[config.mk]
export PLATFORM = sky130hd
export DESIGN_NAME = uart_echo_fifo
export DESIGN_NICKNAME = d
export VERILOG_FILES = /design/src/rtl/uart_pkg.sv /design/src/rtl/sync_fifo.sv /design/src/rtl/uart_echo_fifo.sv
export SDC_FILE = /design/constraint.sdc
export NUM_CORES = 1
export LEC_CHECK = 0
export CAP_MARGIN = 20
export CORE_MARGIN = 3
export CORE_UTILIZATION = 50
export CTS_BUF_LIST = sky130_fd_sc_hd__clkbuf_4 sky130_fd_sc_hd__clkbuf_8
export DETAILED_ROUTE_END_ITERATION = 8
export PLACE_DENSITY = 0.71
export SETUP_SLACK_MARGIN = 0.1
export SLEW_MARGIN = 10
export SYNTH_ARGS = -nofsm -noshare
export SYNTH_HDL_FRONTEND = slang
export SYNTH_SLANG_ARGS = --single-unit
[constraint.sdc]
create_clock -name clk -period 3.51 [get_ports clk]
set_clock_uncertainty 0.2 [all_clocks]
set_input_delay 0.8775 -clock clk [delete_from_list [all_inputs] [get_ports clk]]
set_output_delay 0.8775 -clock clk [all_outputs]
set_load 0.02 [all_outputs]
[src/rtl/uart_pkg.sv]
// Shared definitions for the UART echo path: run-time modes, TX handshake states
// and the ASCII letter ranges used by the case-swap transform.
package uart_pkg;

  localparam logic [1:0] MODE_ECHO     = 2'b00;
  localparam logic [1:0] MODE_CASESWAP = 2'b01;
  localparam logic [1:0] MODE_HOLD     = 2'b10;
  localparam logic [1:0] MODE_FLUSH    = 2'b11;

  typedef enum logic [1:0] {
    TX_IDLE  = 2'd0,
    TX_WAIT  = 2'd1,
    TX_START = 2'd2
  } tx_state_e;

  localparam logic [7:0] ASCII_UPPER_LO = 8'h41;
  localparam logic [7:0] ASCII_UPPER_HI = 8'h5A;
  localparam logic [7:0] ASCII_LOWER_LO = 8'h61;
  localparam logic [7:0] ASCII_LOWER_HI = 8'h7A;
  localparam int         ASCII_CASE_BIT = 5;

  // Letters differ from their other-case twin only in bit 5; everything else passes through.
  function automatic logic [7:0] ascii_case_swap(input logic [7:0] c);
    logic [7:0] r;
    r = c;
    if ((c >= ASCII_UPPER_LO && c <= ASCII_UPPER_HI) ||
        (c >= ASCII_LOWER_LO && c <= ASCII_LOWER_HI))
      r[ASCII_CASE_BIT] = ~c[ASCII_CASE_BIT];
    return r;
  endfunction

endpackage

[src/rtl/sync_fifo.sv]
// Show-ahead synchronous FIFO with flush; pointers carry an extra wrap bit so all
// DEPTH slots are usable and full/empty are told apart without a spare entry.
module sync_fifo #(
  parameter int DATA_W = 8,
  parameter int DEPTH  = 16
) (
  input  logic                     clk,
  input  logic                     rst_n,
  input  logic                     push,
  input  logic                     pop,
  input  logic                     flush,
  input  logic [DATA_W-1:0]        din,
  output logic [DATA_W-1:0]        dout,
  output logic                     full,
  output logic                     empty,
  output logic [$clog2(DEPTH):0]   level
);

  localparam int AW = $clog2(DEPTH);

  logic [DATA_W-1:0] mem_q [DEPTH];
  logic [AW:0]       wr_ptr_q;
  logic [AW:0]       rd_ptr_q;
  logic [AW:0]       level_q;
  logic              do_push;
  logic              do_pop;

  assign empty = (wr_ptr_q == rd_ptr_q);
  assign full  = (wr_ptr_q[AW] != rd_ptr_q[AW]) && (wr_ptr_q[AW-1:0] == rd_ptr_q[AW-1:0]);

  // A full FIFO still takes a word when the head leaves in the same cycle.
  assign do_pop  = pop && !empty && !flush;
  assign do_push = push && !flush && (!full || do_pop);

  always_ff @(posedge clk or negedge rst_n) begin
    if (!rst_n) begin
      wr_ptr_q <= '0;
      rd_ptr_q <= '0;
      level_q  <= '0;
    end else if (flush) begin
      wr_ptr_q <= '0;
      rd_ptr_q <= '0;
      level_q  <= '0;
    end else begin
      if (do_push) wr_ptr_q <= wr_ptr_q + 1'b1;
      if (do_pop)  rd_ptr_q <= rd_ptr_q + 1'b1;
      level_q <= level_q + {{AW{1'b0}}, do_push} - {{AW{1'b0}}, do_pop};
    end
  end

  always_ff @(posedge clk) begin
    if (do_push) mem_q[wr_ptr_q[AW-1:0]] <= din;
  end

  assign dout  = mem_q[rd_ptr_q[AW-1:0]];
  assign level = level_q;

endmodule

[src/rtl/uart_echo_fifo.sv]
// Buffered UART echo: queues received words, optionally case-swaps them and feeds
// uart_tx through its start/busy handshake, with drop accounting and occupancy.
module uart_echo_fifo
  import uart_pkg::*;
#(
  parameter int DATA_W = 8,
  parameter int DEPTH  = 16,
  parameter int CNT_W  = 8
) (
  input  logic                   clk,
  input  logic                   rst_n,
  input  logic                   rx_ready,
  input  logic [DATA_W-1:0]      rx_data,
  input  logic                   tx_busy,
  output logic                   tx_start,
  output logic [DATA_W-1:0]      tx_data,
  input  logic [1:0]             mode,
  input  logic                   clr_stat,
  output logic [$clog2(DEPTH):0] level,
  output logic                   overflow,
  output logic [CNT_W-1:0]       drop_cnt
);

  tx_state_e         state_q, state_d;
  logic              tx_start_q, tx_start_d;
  logic [DATA_W-1:0] tx_data_q, tx_data_d;
  logic              overflow_q, overflow_d;
  logic [CNT_W-1:0]  drop_cnt_q, drop_cnt_d;

  logic              fifo_pop;
  logic              fifo_flush;
  logic              fifo_full;
  logic              fifo_empty;
  logic [DATA_W-1:0] fifo_head;
  logic [DATA_W-1:0] xformed;
  logic              drop;

  assign fifo_flush = (mode == MODE_FLUSH);

  sync_fifo #(
    .DATA_W (DATA_W),
    .DEPTH  (DEPTH)
  ) u_fifo (
    .clk   (clk),
    .rst_n (rst_n),
    .push  (rx_ready),
    .pop   (fifo_pop),
    .flush (fifo_flush),
    .din   (rx_data),
    .dout  (fifo_head),
    .full  (fifo_full),
    .empty (fifo_empty),
    .level (level)
  );

  // Case-swap only makes sense for byte-wide ASCII; other widths pass straight through.
  always_comb begin
    xformed = fifo_head;
    if (DATA_W == 8 && mode == MODE_CASESWAP)
      xformed = DATA_W'(ascii_case_swap(8'(fifo_head)));
  end

  always_comb begin
    state_d    = state_q;
    tx_start_d = tx_start_q;
    tx_data_d  = tx_data_q;
    fifo_pop   = 1'b0;
    unique case (state_q)
      TX_IDLE: begin
        if (!fifo_empty && (mode == MODE_ECHO || mode == MODE_CASESWAP)) begin
          fifo_pop  = 1'b1;
          tx_data_d = xformed;
          state_d   = TX_WAIT;
        end
      end
      TX_WAIT: begin
        if (!tx_busy) begin
          tx_start_d = 1'b1;
          state_d    = TX_START;
        end
      end
      TX_START: begin
        if (tx_busy) begin
          tx_start_d = 1'b0;
          state_d    = TX_IDLE;
        end
      end
      default: begin
        tx_start_d = 1'b0;
        state_d    = TX_IDLE;
      end
    endcase
  end

  // Flushed words are thrown away on purpose and never count as drops.
  assign drop = rx_ready && fifo_full && !fifo_pop && !fifo_flush;

  always_comb begin
    overflow_d = overflow_q;
    drop_cnt_d = drop_cnt_q;
    if (clr_stat) begin
      overflow_d = 1'b0;
      drop_cnt_d = drop ? CNT_W'(1) : '0;
    end else if (drop) begin
      overflow_d = 1'b1;
      if (drop_cnt_q != '1) drop_cnt_d = drop_cnt_q + 1'b1;
    end
  end

  always_ff @(posedge clk or negedge rst_n) begin
    if (!rst_n) begin
      state_q    <= TX_IDLE;
      tx_start_q <= 1'b0;
      tx_data_q  <= '0;
      overflow_q <= 1'b0;
      drop_cnt_q <= '0;
    end else begin
      state_q    <= state_d;
      tx_start_q <= tx_start_d;
      tx_data_q  <= tx_data_d;
      overflow_q <= overflow_d;
      drop_cnt_q <= drop_cnt_d;
    end
  end

  assign tx_start = tx_start_q;
  assign tx_data  = tx_data_q;
  assign overflow = overflow_q;
  assign drop_cnt = drop_cnt_q;

endmodule
==> results of run 1 <==
[cell type report]
cell class	instances	area [sq um]
fillers	1001	5276
flip-flops and latches	163	4721
multi-input cells	217	2006
repair buffers	74	655.6
clock buffers	21	270.3
well taps	176	220.2
clock inverters	11	150.1
inverters	13	48.80
[stage by stage]
step	cells	hold slack, ns	area [sq um]	total power [mW]
global route	675	0.3100	8071	5.516
detailed placement	643	0.2634	7651	3.890
CTS	675	0.2838	8071	5.293
global placement	643	0.2591	7651	3.841
finish	675	0.2755	8071	5.241
floorplan	413	0.2829	6877	3.384
[routing by layer]
| metal | GRT usage, % | part of all wire, % | up-vias |
|---|---|---|---|
| li1 | - | - | 1728 |
| met1 | 25.40 | 45 | 1922 |
| met2 | 30.72 | 50 | 82 |
| met3 | 4.300 | 3.7 | 21 |
| met4 | 7.266 | 1.6 | 0 |
| met5 | 0 | 0 | - |
[critical path: cells and delay by family]
family	cells	cell delay [ns]
xor+xnor	1	0.16
fa+ha+maj	3	0.75
simple gates	2	0.46
compound gates	3	0.36
buf+inv	5	0.67
[layout by cell type, fill, tap and decap left out, drive strengths merged, types with 5 or more instances in the layout]
| master | synthesis | layout |
|---|---|---|
| nand2 | 29 | 29 |
| ha | 11 | 11 |
| edfxtp | 128 | 128 |
| buf | 11 | 38 |
| nand4 | 6 | 6 |
| xnor2 | 11 | 11 |
| nor4bb | 5 | 5 |
| xor2 | 13 | 13 |
| mux2i | 10 | 10 |
| mux4 | 28 | 28 |
| a21oi | 6 | 6 |
| dfrtp | 35 | 35 |
| clkbuf | 9 | 21 |
| mux2 | 11 | 11 |
| nor2 | 34 | 34 |
| clkdlybuf4s50 | 0 | 36 |
| inv | 13 | 17 |
[state kept, by name, summed over array words and instances (netlist names)]
| register | count |
|---|---|
| drop_cnt | 8 |
| overflow | 1 |
| state_q | 2 |
| tx_data | 8 |
| tx_start | 1 |
| u_fifo.level | 5 |
| u_fifo.mem_q | 128 |
| u_fifo.rd_ptr_q | 5 |
| u_fifo.wr_ptr_q | 5 |
[how the worst max path moves through the flow]
stage,from,cells after the start,end
6_report,mode[1],14,u_fifo.level[4]$_DFF_PN0_
5_1_grt,mode[1],14,u_fifo.level[4]$_DFF_PN0_
4_1_cts,mode[1],14,u_fifo.level[4]$_DFF_PN0_
3_5_place_dp,mode[1],14,u_fifo.level[4]$_DFF_PN0_
3_3_place_gp,mode[1],14,u_fifo.level[4]$_DFF_PN0_
2_1_floorplan,mode[1],14,u_fifo.level[4]$_DFF_PN0_
[kinds of logic (layout without fill, tap and decap cells)]
family | Yosys count | in the layout | synth area share (%)
AND/OR/NAND/NOR | 104 | 104 | 7.966
AO/OA/AOI/OAI | 28 | 28 | 2.971
buffers and inverters | 33 | 119 | 2.388
adder cells (fa/ha/maj) | 12 | 12 | 2.297
XOR/XNOR | 24 | 24 | 3.062
flip-flops | 163 | 163 | 68.76
multiplexers | 49 | 49 | 12.56
[power breakdown]
part / internal (mW) / switching (mW) / total [mW]
logic: 0.714 / 0.749 / 1.46
registers: 2.26 / 0.116 / 2.37
clock network: 0.752 / 0.652 / 1.40
==> results by group, run 1 <==
Timing
  • Final critical-path required period: 3.170 ns
  • Final Max Slew Viols: 0
  • Setup_tns: 0 ns
  • # setup viols final: 0
  • Worst Tran Pin Value: 0.7672 ns
  • RSZ-0062 raised after global routing: false
  • Tcrit/Tclk final: 90.30%
  • Worst setup margin: 0.3404 ns
  • Final Hold Fails: 0
  • Slew HR: 48.85%
  • FMAX: 315.5 MHz

Clock tree
  • Sink Count: 163
  • Post_cts resized: 0
  • CTS tree: done
  • Clk root buf: clkbuf_8
  • Worst-Skew Late Latency: 0.44 ns
  • Setup Buffers After CTS: 0
  • Num CTS Buffers: 17
  • Register clock-pin slew on the reported worst setup and hold paths: 0.08 ns
  • Post-CTS Hold Buffers: 0
  • CTS max path bufs: 2
  • Htree depth: 4

Critical path
  • Critical Path Fanout Max: 2
  • CP most frequent cell: inv_1
  • Reg2Reg Launch Point: u_fifo.rd_ptr_q[0]$_DFFE_PN0P_
  • CP Cell Sequence: clkdlybuf4s50_1, or3_1, o21bai_1, inv_2, ha_1, inv_1, ha_1, inv_1, fa_1, inv_1, a21o_1, a21oi_1, xnor2_1, nor2_1
  • Worst r2r dst: tx_data[5]$_DFFE_PN0N_
  • CP arrival: 3.28 ns
  • Cell depth of the worst flop-to-flop path: 7
  • Setup slack, reg-to-reg: 0.47 ns
  • Slowest CP cell: clkdlybuf4s50_1
  • Setup CP Type: in -> reg
  • CP endpoint kind: flop
  • Critical Path RT: 3.62 ns
  • CP peak stage delay: 0.43 ns
  • Worst Setup Start Kind: input pin

Placed design
  • Placer Congestion: 0.8021
  • Final HPWL DP: 9.259 mm
  • Place WS: -0.1169 ns
  • Port bufs: 37

Detailed routing
  • Wire per inst: 19.84 um
  • Via count: 3753
  • TritonRoute pass-1 iters: 4
  • # DRC: 0
  • Antenna-violating nets left: 0
  • Routed WL: 13.39 mm
  • Initial DRC Count: 206
  • Post-DR vias/cell: 5.560

Yosys
  • Register bit total from synthesis: 163
  • Post-synth cell types: 48
  • Syn avg cell area: 16.62 sq um
  • Sequential fraction of the synthesis area: 68.76%
  • Dominant synthesized flop cell: edfxtp_1
  • Synthesized area: 6864 sq um
  • EDFF count, synth: 128
  • Synth top cells by count: edfxtp_1 (128), dfrtp_1 (35), nor2_1 (34)
  • FFs w/ async S/R, synth: 21.47%
  • Post-Syn Nets: 440
  • Synth top area share: 56.00%
  • Cells after Synth: 413
  • Most numerous cell in the Yosys netlist: edfxtp_1
  • Synth area leaders: edfxtp_1 (56%), dfrtp_1 (13%), mux4_2 (9.2%)
  • Warning count from the yosys run: 0
  • Leading area contributor after synthesis: edfxtp_1

Floorplanning
  • DIE AREA: 15170 sq um
  • Starting density of the core: 51.42%
  • Die Y: 123.2 um
  • Core footprint: 13350 sq um
  • Row Count: 42
  • Die width: 123.2 um
  • # IOs: 38

Final layout
  • Layout Nets: 513
  • Fraction of layout cells with a size suffix above 1: 23.25%
  • Area growth from synthesis to layout: 17.59%
  • Fin util: 60.47%
  • Number of diodes: 0

Min path
  • Worst Hold Class: reg -> reg
  • Hold Startpoint: tx_data[1]$_DFFE_PN0N_
  • Hold-critical path endpoint: tx_data[1]$_DFFE_PN0N_
  • Hold Crit Depth: 2

Global route
  • Largest net degree at the start of global routing: 36
  • GRT Total Usage: 19.02%
  • First-pass GRT wire length: 20.93 mm
  • Initial antenna violation count: 0
  • Vias in the first global route: 3785
  • Grt ovf: 0

Run status
  • Status: finished, final reports clean

Flow run
  • Max-Cap Viols: 0

Pwr
  • Worst IR Drop VDD: 0.0003551 V
  • Power per cell area: 649.3 nW/um^2
  • Leak: 2.919 nW
Note: power is estimated with default switching activity, not from simulation.
==> run 2, diff against run 1 <==
--- a/config.mk
+++ b/config.mk
@@ -5,12 +5,14 @@
 export SDC_FILE = /design/constraint.sdc
 export NUM_CORES = 1
 export LEC_CHECK = 0
-export CAP_MARGIN = 20
+export ABC_AREA = 1
+export CAP_MARGIN = 10
 export CORE_MARGIN = 3
 export CORE_UTILIZATION = 50
 export CTS_BUF_LIST = sky130_fd_sc_hd__clkbuf_4 sky130_fd_sc_hd__clkbuf_8
+export CTS_CLUSTER_SIZE = 12
 export DETAILED_ROUTE_END_ITERATION = 8
-export PLACE_DENSITY = 0.71
+export PLACE_DENSITY = 0.7
 export SETUP_SLACK_MARGIN = 0.1
 export SLEW_MARGIN = 10
 export SYNTH_ARGS = -nofsm -noshare
==> run 2 against run 1 <==
Compared with the run above: sequential power about the same; cell area up 2.3%; sequential cell count unchanged; synthesized cell count up 71%; register-to-register slack better by 0.16 ns; critical endpoint unchanged.
==> results by group, run 2 <==
Run status
  • Status: finished, final reports clean

Timing
  • Slew HR: 48.12%
  • FMAX: 333.2 MHz
  • Worst setup margin: 0.5088 ns
  • Worst Tran Pin Value: 0.7781 ns
  • Tcrit/Tclk final: 85.51%
  • Final Max Slew Viols: 0
  • Setup_tns: 0 ns
  • Final Hold Fails: 0
  • RSZ-0062 raised after global routing: false
  • # setup viols final: 0
  • Final critical-path required period: 3.001 ns

Clock tree
  • CTS max path bufs: 2
  • Sink Count: 163
  • Clk root buf: clkbuf_8
  • Setup Buffers After CTS: 0
  • Register clock-pin slew on the reported worst setup and hold paths: 0.08 ns
  • Htree depth: 4
  • Post_cts resized: 0
  • CTS tree: done
  • Post-CTS Hold Buffers: 0
  • Worst-Skew Late Latency: 0.46 ns
  • Num CTS Buffers: 17

Placed design
  • Place WS: 0.04380 ns
  • Placed cells: 922
  • Final HPWL DP: 10.14 mm
  • Placer Congestion: 0.8599
  • Port bufs: 37

Critical path
  • Worst Setup Start Kind: input pin
  • Critical Path Fanout Max: 7
  • CP arrival: 3.20 ns
  • Slowest CP cell: clkdlybuf4s50_1
  • CP most frequent cell: nor2_1
  • CP Cell Sequence: clkdlybuf4s50_1, nor3_1, nor2_1, nand3_2, nand2_1, inv_2, ha_1, inv_1, fa_1, inv_1, a21oi_1, nor2_1, nor2_1, xor2_1, nor2_1
  • Setup CP Type: in -> reg
  • Critical Path RT: 3.71 ns
  • CP endpoint kind: flop
  • CP peak stage delay: 0.45 ns

Final layout
  • Most common cell after layout, fill and taps aside: nand2_1
  • Number of diodes: 0
  • Fraction of layout cells with a size suffix above 1: 8.915%
  • Fin util: 59.03%
  • Layout Nets: 788
  • Max reg flops: 128
  • Fin cells: 954
  • Area growth from synthesis to layout: 14.72%
  • Most frequent cells in the layout: nand2_1 (182), edfxtp_1 (128), nor2_1 (90), inv_1 (71), nand3_1 (51)

Floorplanning
  • Core footprint: 13990 sq um
  • # IOs: 38
  • Die Y: 126.0 um
  • DIE AREA: 15870 sq um
  • Starting density of the core: 51.46%
  • Die width: 126.0 um
  • Row Count: 43

Detailed routing
  • Antenna-violating nets left: 0
  • Post-DR vias/cell: 5.307
  • Via count: 5063
  • # DRC: 0
  • Routed WL: 15.83 mm
  • Wire per inst: 16.59 um
  • Initial DRC Count: 413
  • TritonRoute pass-1 iters: 5

Global route
  • Grt ovf: 0
  • GRT Total Usage: 20.86%
  • First-pass GRT wire length: 25.59 mm
  • Initial antenna violation count: 0
  • Largest net degree at the start of global routing: 67
  • Vias in the first global route: 4982

Yosys
  • FFs w/ async S/R, synth: 21.47%
  • Synth top area share: 53.40%
  • Warning count from the yosys run: 0
  • Most numerous cell in the Yosys netlist: nand2_1
  • Synth area leaders: edfxtp_1 (53%), dfrtp_1 (12%), nand2_1 (9.5%)
  • Leading area contributor after synthesis: edfxtp_1
  • Cells after Synth: 705
  • Post-Syn Nets: 732
  • Synth top cells by count: nand2_1 (182), edfxtp_1 (128), nor2_1 (90)
  • Synthesized area: 7198 sq um
  • Dominant synthesized flop cell: edfxtp_1
  • Register bit total from synthesis: 163
  • EDFF count, synth: 128
  • Sequential fraction of the synthesis area: 65.57%
  • Syn avg cell area: 10.21 sq um
  • Post-synth cell types: 33

Pwr
  • Power per cell area: 673.5 nW/um^2
  • Worst IR Drop VDD: 0.0003467 V
  • Leak: 3.401 nW

Min path
  • Worst Hold Class: in -> async

Flow run
  • Max-Cap Viols: 0
-- run 2: cell types whose count changed in the layout (fill, tap and decap cells not counted), moves of 10 or more --
cell	delta
buf_4	-11
inv_1	+59
mux2i_1	-10
mux4_2	-28
nand2_1	+153
nand3_1	+49
nor2_1	+56
o21ai_0	+36
o21ai_1	+13
-- run 2: path summary, 6_finish.rpt --
path | from | to | slack (ns) | depth (start not counted)
setup / recovery | mode[1] | u_fifo.level[4]$_DFF_PN0_ | 0.51 | 15
hold / removal | rst_n | tx_data[1]$_DFFE_PN0N_ | 0.29 | 1
setup reg to reg | u_fifo.rd_ptr_q[0]$_DFFE_PN0P_ | u_fifo.level[4]$_DFF_PN0_ | 0.63 | 17
hold reg to reg | tx_data[5]$_DFFE_PN0N_ | tx_data[5]$_DFFE_PN0N_ | 0.29 | 2
max in group asynchronous | rst_n | u_fifo.rd_ptr_q[0]$_DFFE_PN0P_ | 2.28 | 1
min in group clk | tx_data[5]$_DFFE_PN0N_ | tx_data[5]$_DFFE_PN0N_ | 0.29 | 2
-- run 2: logic make-up after synthesis --
kind of cell	Yosys count	share of synthesized area (%)
AO/OA/AOI/OAI	81	6.171
XOR/XNOR	8	0.9734
adder cells (fa/ha/maj)	12	2.190
buffers and inverters	101	5.788
flip-flops	163	65.57
AND/OR/NAND/NOR	340	19.31
-- run 2: area by class of cell --
class / instances / area [sq um]
Inverter: 76 / 285.3
Timing Repair Buffer: 62 / 553.0
Clock inverter: 12 / 155.1
Fill cell: 1184 / 5731
Sequential cell: 163 / 4721
Multi-Input combinational cell: 441 / 2062
Clock buffer: 20 / 256.5
Tap cell: 180 / 225.2
-- run 2: power breakdown --
group          switching [mW]  leakage [nW]  internal [mW]
registers              0.0950          1.60           2.24
logic                    1.17          1.59          0.629
clock network           0.694         0.208          0.730
total                    1.96          3.40           3.60
-- run 2: layer usage --
metal / global-route usage [%] / up-vias / part of all wire, %
met5: 0 / - / 0
met3: 4.114 / 29 / 5.8
met1: 28.19 / 2425 / 44
met4: 7.950 / 0 / 2.2
met2: 33.71 / 158 / 48
li1: - / 2451 / -
-- run 2: through the flow --
step	hold WS [ns]	cell area (sq um)	power (mW)
after global routing	0.3291	8258	5.930
after floorplan	0.2543	7198	3.621
after detailed placement	0.2649	7846	4.178
final	0.2856	8258	5.562
after global placement	0.2695	7846	4.128
after CTS	0.2875	8258	5.597
-- run 2: critical path: cells and delay by family --
family | cells | cell delay [ns]
and+or+nand+nor | 7 | 0.87
buffers and inverters | 4 | 0.75
adders and majority gates | 2 | 0.50
xor gates and xnor gates | 1 | 0.13
AOI/OAI and AO/OA | 1 | 0.07
==> run 3, diff against run 2 <==
--- a/config.mk
+++ b/config.mk
@@ -6,13 +6,13 @@
 export NUM_CORES = 1
 export LEC_CHECK = 0
 export ABC_AREA = 1
-export CAP_MARGIN = 10
+export CAP_MARGIN = 20
 export CORE_MARGIN = 3
-export CORE_UTILIZATION = 50
+export CORE_UTILIZATION = 54
 export CTS_BUF_LIST = sky130_fd_sc_hd__clkbuf_4 sky130_fd_sc_hd__clkbuf_8
 export CTS_CLUSTER_SIZE = 12
 export DETAILED_ROUTE_END_ITERATION = 8
-export PLACE_DENSITY = 0.7
+export PLACE_DENSITY = 0.75
 export SETUP_SLACK_MARGIN = 0.1
 export SLEW_MARGIN = 10
 export SYNTH_ARGS = -nofsm -noshare
==> run 3 against run 2 <==
Compared with the run above: final cell count decreased by 0.63%; via count decreased by 0.83%; routed wire length decreased by 0.56%; non-clock buffer count increased by 2; critical path depth unchanged; global-route usage increased by 2.0 points; worst setup slack got worse by 0.033 ns; die area decreased by 7.1%; core utilization increased by 5.4 points; power decreased by 0.24%.
==> results by group, run 3 (synthesis results as in run 2) <==
Detailed routing
  • # DRC: 0
  • Post-DR vias/cell: 5.296
  • Initial DRC Count: 486
  • Wire per inst: 16.60 um
  • Antenna-violating nets left: 0
  • Routed WL: 15.74 mm
  • TritonRoute pass-1 iters: 5
  • Via count: 5021

Min path
  • Worst Hold Class: reg -> reg

Critical path
  • CP arrival: 3.19 ns
  • CP endpoint kind: flop
  • Setup CP Type: in -> reg
  • Critical Path Fanout Max: 3
  • Critical Path RT: 3.66 ns
  • Worst Setup Start Kind: input pin

Final layout
  • Max reg flops: 128
  • Footprint of the multi-input gates: 2062 sq um
  • Design area: 8267 sq um
  • Layout Nets: 790
  • Reg area: 4721 sq um
  • Fin cells: 948
  • Most common cell after layout, fill and taps aside: nand2_1
  • Fraction of layout cells with a size suffix above 1: 8.763%
  • Number of diodes: 0
  • Area growth from synthesis to layout: 14.84%
  • Filler cell count: 1014
  • Most frequent cells in the layout: nand2_1 (182), edfxtp_1 (128), nor2_1 (90), inv_1 (71), nand3_1 (51)

Floorplanning
  • # IOs: 38
  • Die width: 121.5 um
  • Core footprint: 12820 sq um
  • Die Y: 121.5 um
  • DIE AREA: 14750 sq um
  • Row Count: 41
  • Starting density of the core: 56.13%

Clock tree
  • CTS max path bufs: 2
  • Post_cts resized: 0
  • Num CTS Buffers: 17
  • Post-CTS Hold Buffers: 0
  • Htree depth: 4
  • CTS tree: done
  • Sink Count: 163
  • Clk root buf: clkbuf_8
  • Register clock-pin slew on the reported worst setup and hold paths: 0.08 ns
  • Setup Buffers After CTS: 0
  • Worst-Skew Late Latency: 0.45 ns

Global route
  • First-pass GRT wire length: 25.30 mm
  • Largest net degree at the start of global routing: 67
  • Vias in the first global route: 4954
  • GRT Total Usage: 22.91%
  • Grt ovf: 0
  • Initial antenna violation count: 0

Timing
  • RSZ-0062 raised after global routing: false
  • Tcrit/Tclk final: 86.46%
  • Setup_tns: 0 ns
  • Final Max Slew Viols: 0
  • Worst Tran Pin Value: 0.7578 ns
  • FMAX: 329.5 MHz
  • Final Hold Fails: 0
  • Slew HR: 49.32%
  • Fin Hold WS: 0.2899 ns
  • Worst setup margin: 0.4753 ns
  • # setup viols final: 0
  • Final critical-path required period: 3.035 ns

Flow run
  • Max-Cap Viols: 0

Pwr
  • Leak: 3.410 nW
  • Worst IR Drop VDD: 0.0003119 V
  • Power per cell area: 671.2 nW/um^2

Run status
  • Status: finished, final reports clean

Placed design
  • Cell Area, Placed: 7856 sq um
  • Placer Congestion: 0.8511
  • Port bufs: 37
  • Place WS: 0.004267 ns
  • Placed cells: 916
  • Final HPWL DP: 10.07 mm
==> run 3: final timing paths <==
path | start | endpoint | slack [ns] | cells after the start
worst max-delay path | mode[1] | u_fifo.level[4]$_DFF_PN0_ | 0.48 | 15
worst min-delay path | tx_data[5]$_DFFE_PN0N_ | tx_data[5]$_DFFE_PN0N_ | 0.29 | 2
worst max register to register | u_fifo.wr_ptr_q[0]$_DFFE_PN0P_ | u_fifo.level[4]$_DFF_PN0_ | 0.74 | 17
worst min register to register | tx_data[5]$_DFFE_PN0N_ | tx_data[5]$_DFFE_PN0N_ | 0.29 | 2
max in group asynchronous | rst_n | u_fifo.rd_ptr_q[0]$_DFFE_PN0P_ | 2.11 | 2
min in group asynchronous | rst_n | tx_data[0]$_DFFE_PN0N_ | 0.63 | 2
==> run 3: metal layers <==
metal,share of wire [%],global-route usage (%),routed length (um),vias up
met4,1.3,8.123,208,0
met1,41,29.01,6529,2394
met3,6.6,5.688,1035,16
li1,-,-,-,2458
met2,51,38.48,7964,153
met5,0,0,0,-
==> run 3: cell type report <==
type | instances | share of cell area (%)
flip-flops and latches | 163 | 57.11
multi-input cells | 441 | 24.94
clock buffers | 20 | 3.103
well taps | 172 | 2.603
repair buffers | 64 | 6.932
clock inverters | 12 | 1.862
inverters | 76 | 3.451
==> run 3: report_power, final <==
part / leakage, nW / internal, mW / total (mW) / switching [mW]
combinational: 1.60 / 0.634 / 1.80 / 1.16
clock: 0.207 / 0.729 / 1.41 / 0.678
sequential: 1.60 / 2.24 / 2.34 / 0.0978
==> run 3: worst max-delay path, stage by stage <==
cell,delay (ns)
clkdlybuf4s50_1,0.46
nor3_1,0.31
nand2_1,0.12
inv_1,0.09
ha_1,0.22
inv_1,0.06
ha_1,0.13
inv_1,0.06
fa_1,0.36
inv_1,0.09
a21oi_1,0.07
nor2_1,0.10
nor2_1,0.06
xor2_1,0.14
nor2_1,0.05
==> run 3: per-stage QoR <==
| stage | util (%) | power, mW |
|---|---|---|
| detailed placement | 61.26 | 4.179 |
| global placement | 61.26 | 4.103 |
| floorplan | - | 3.621 |
| global route | 64.46 | 5.911 |
| finish | 64.46 | 5.549 |
| CTS | 64.46 | 5.572 |
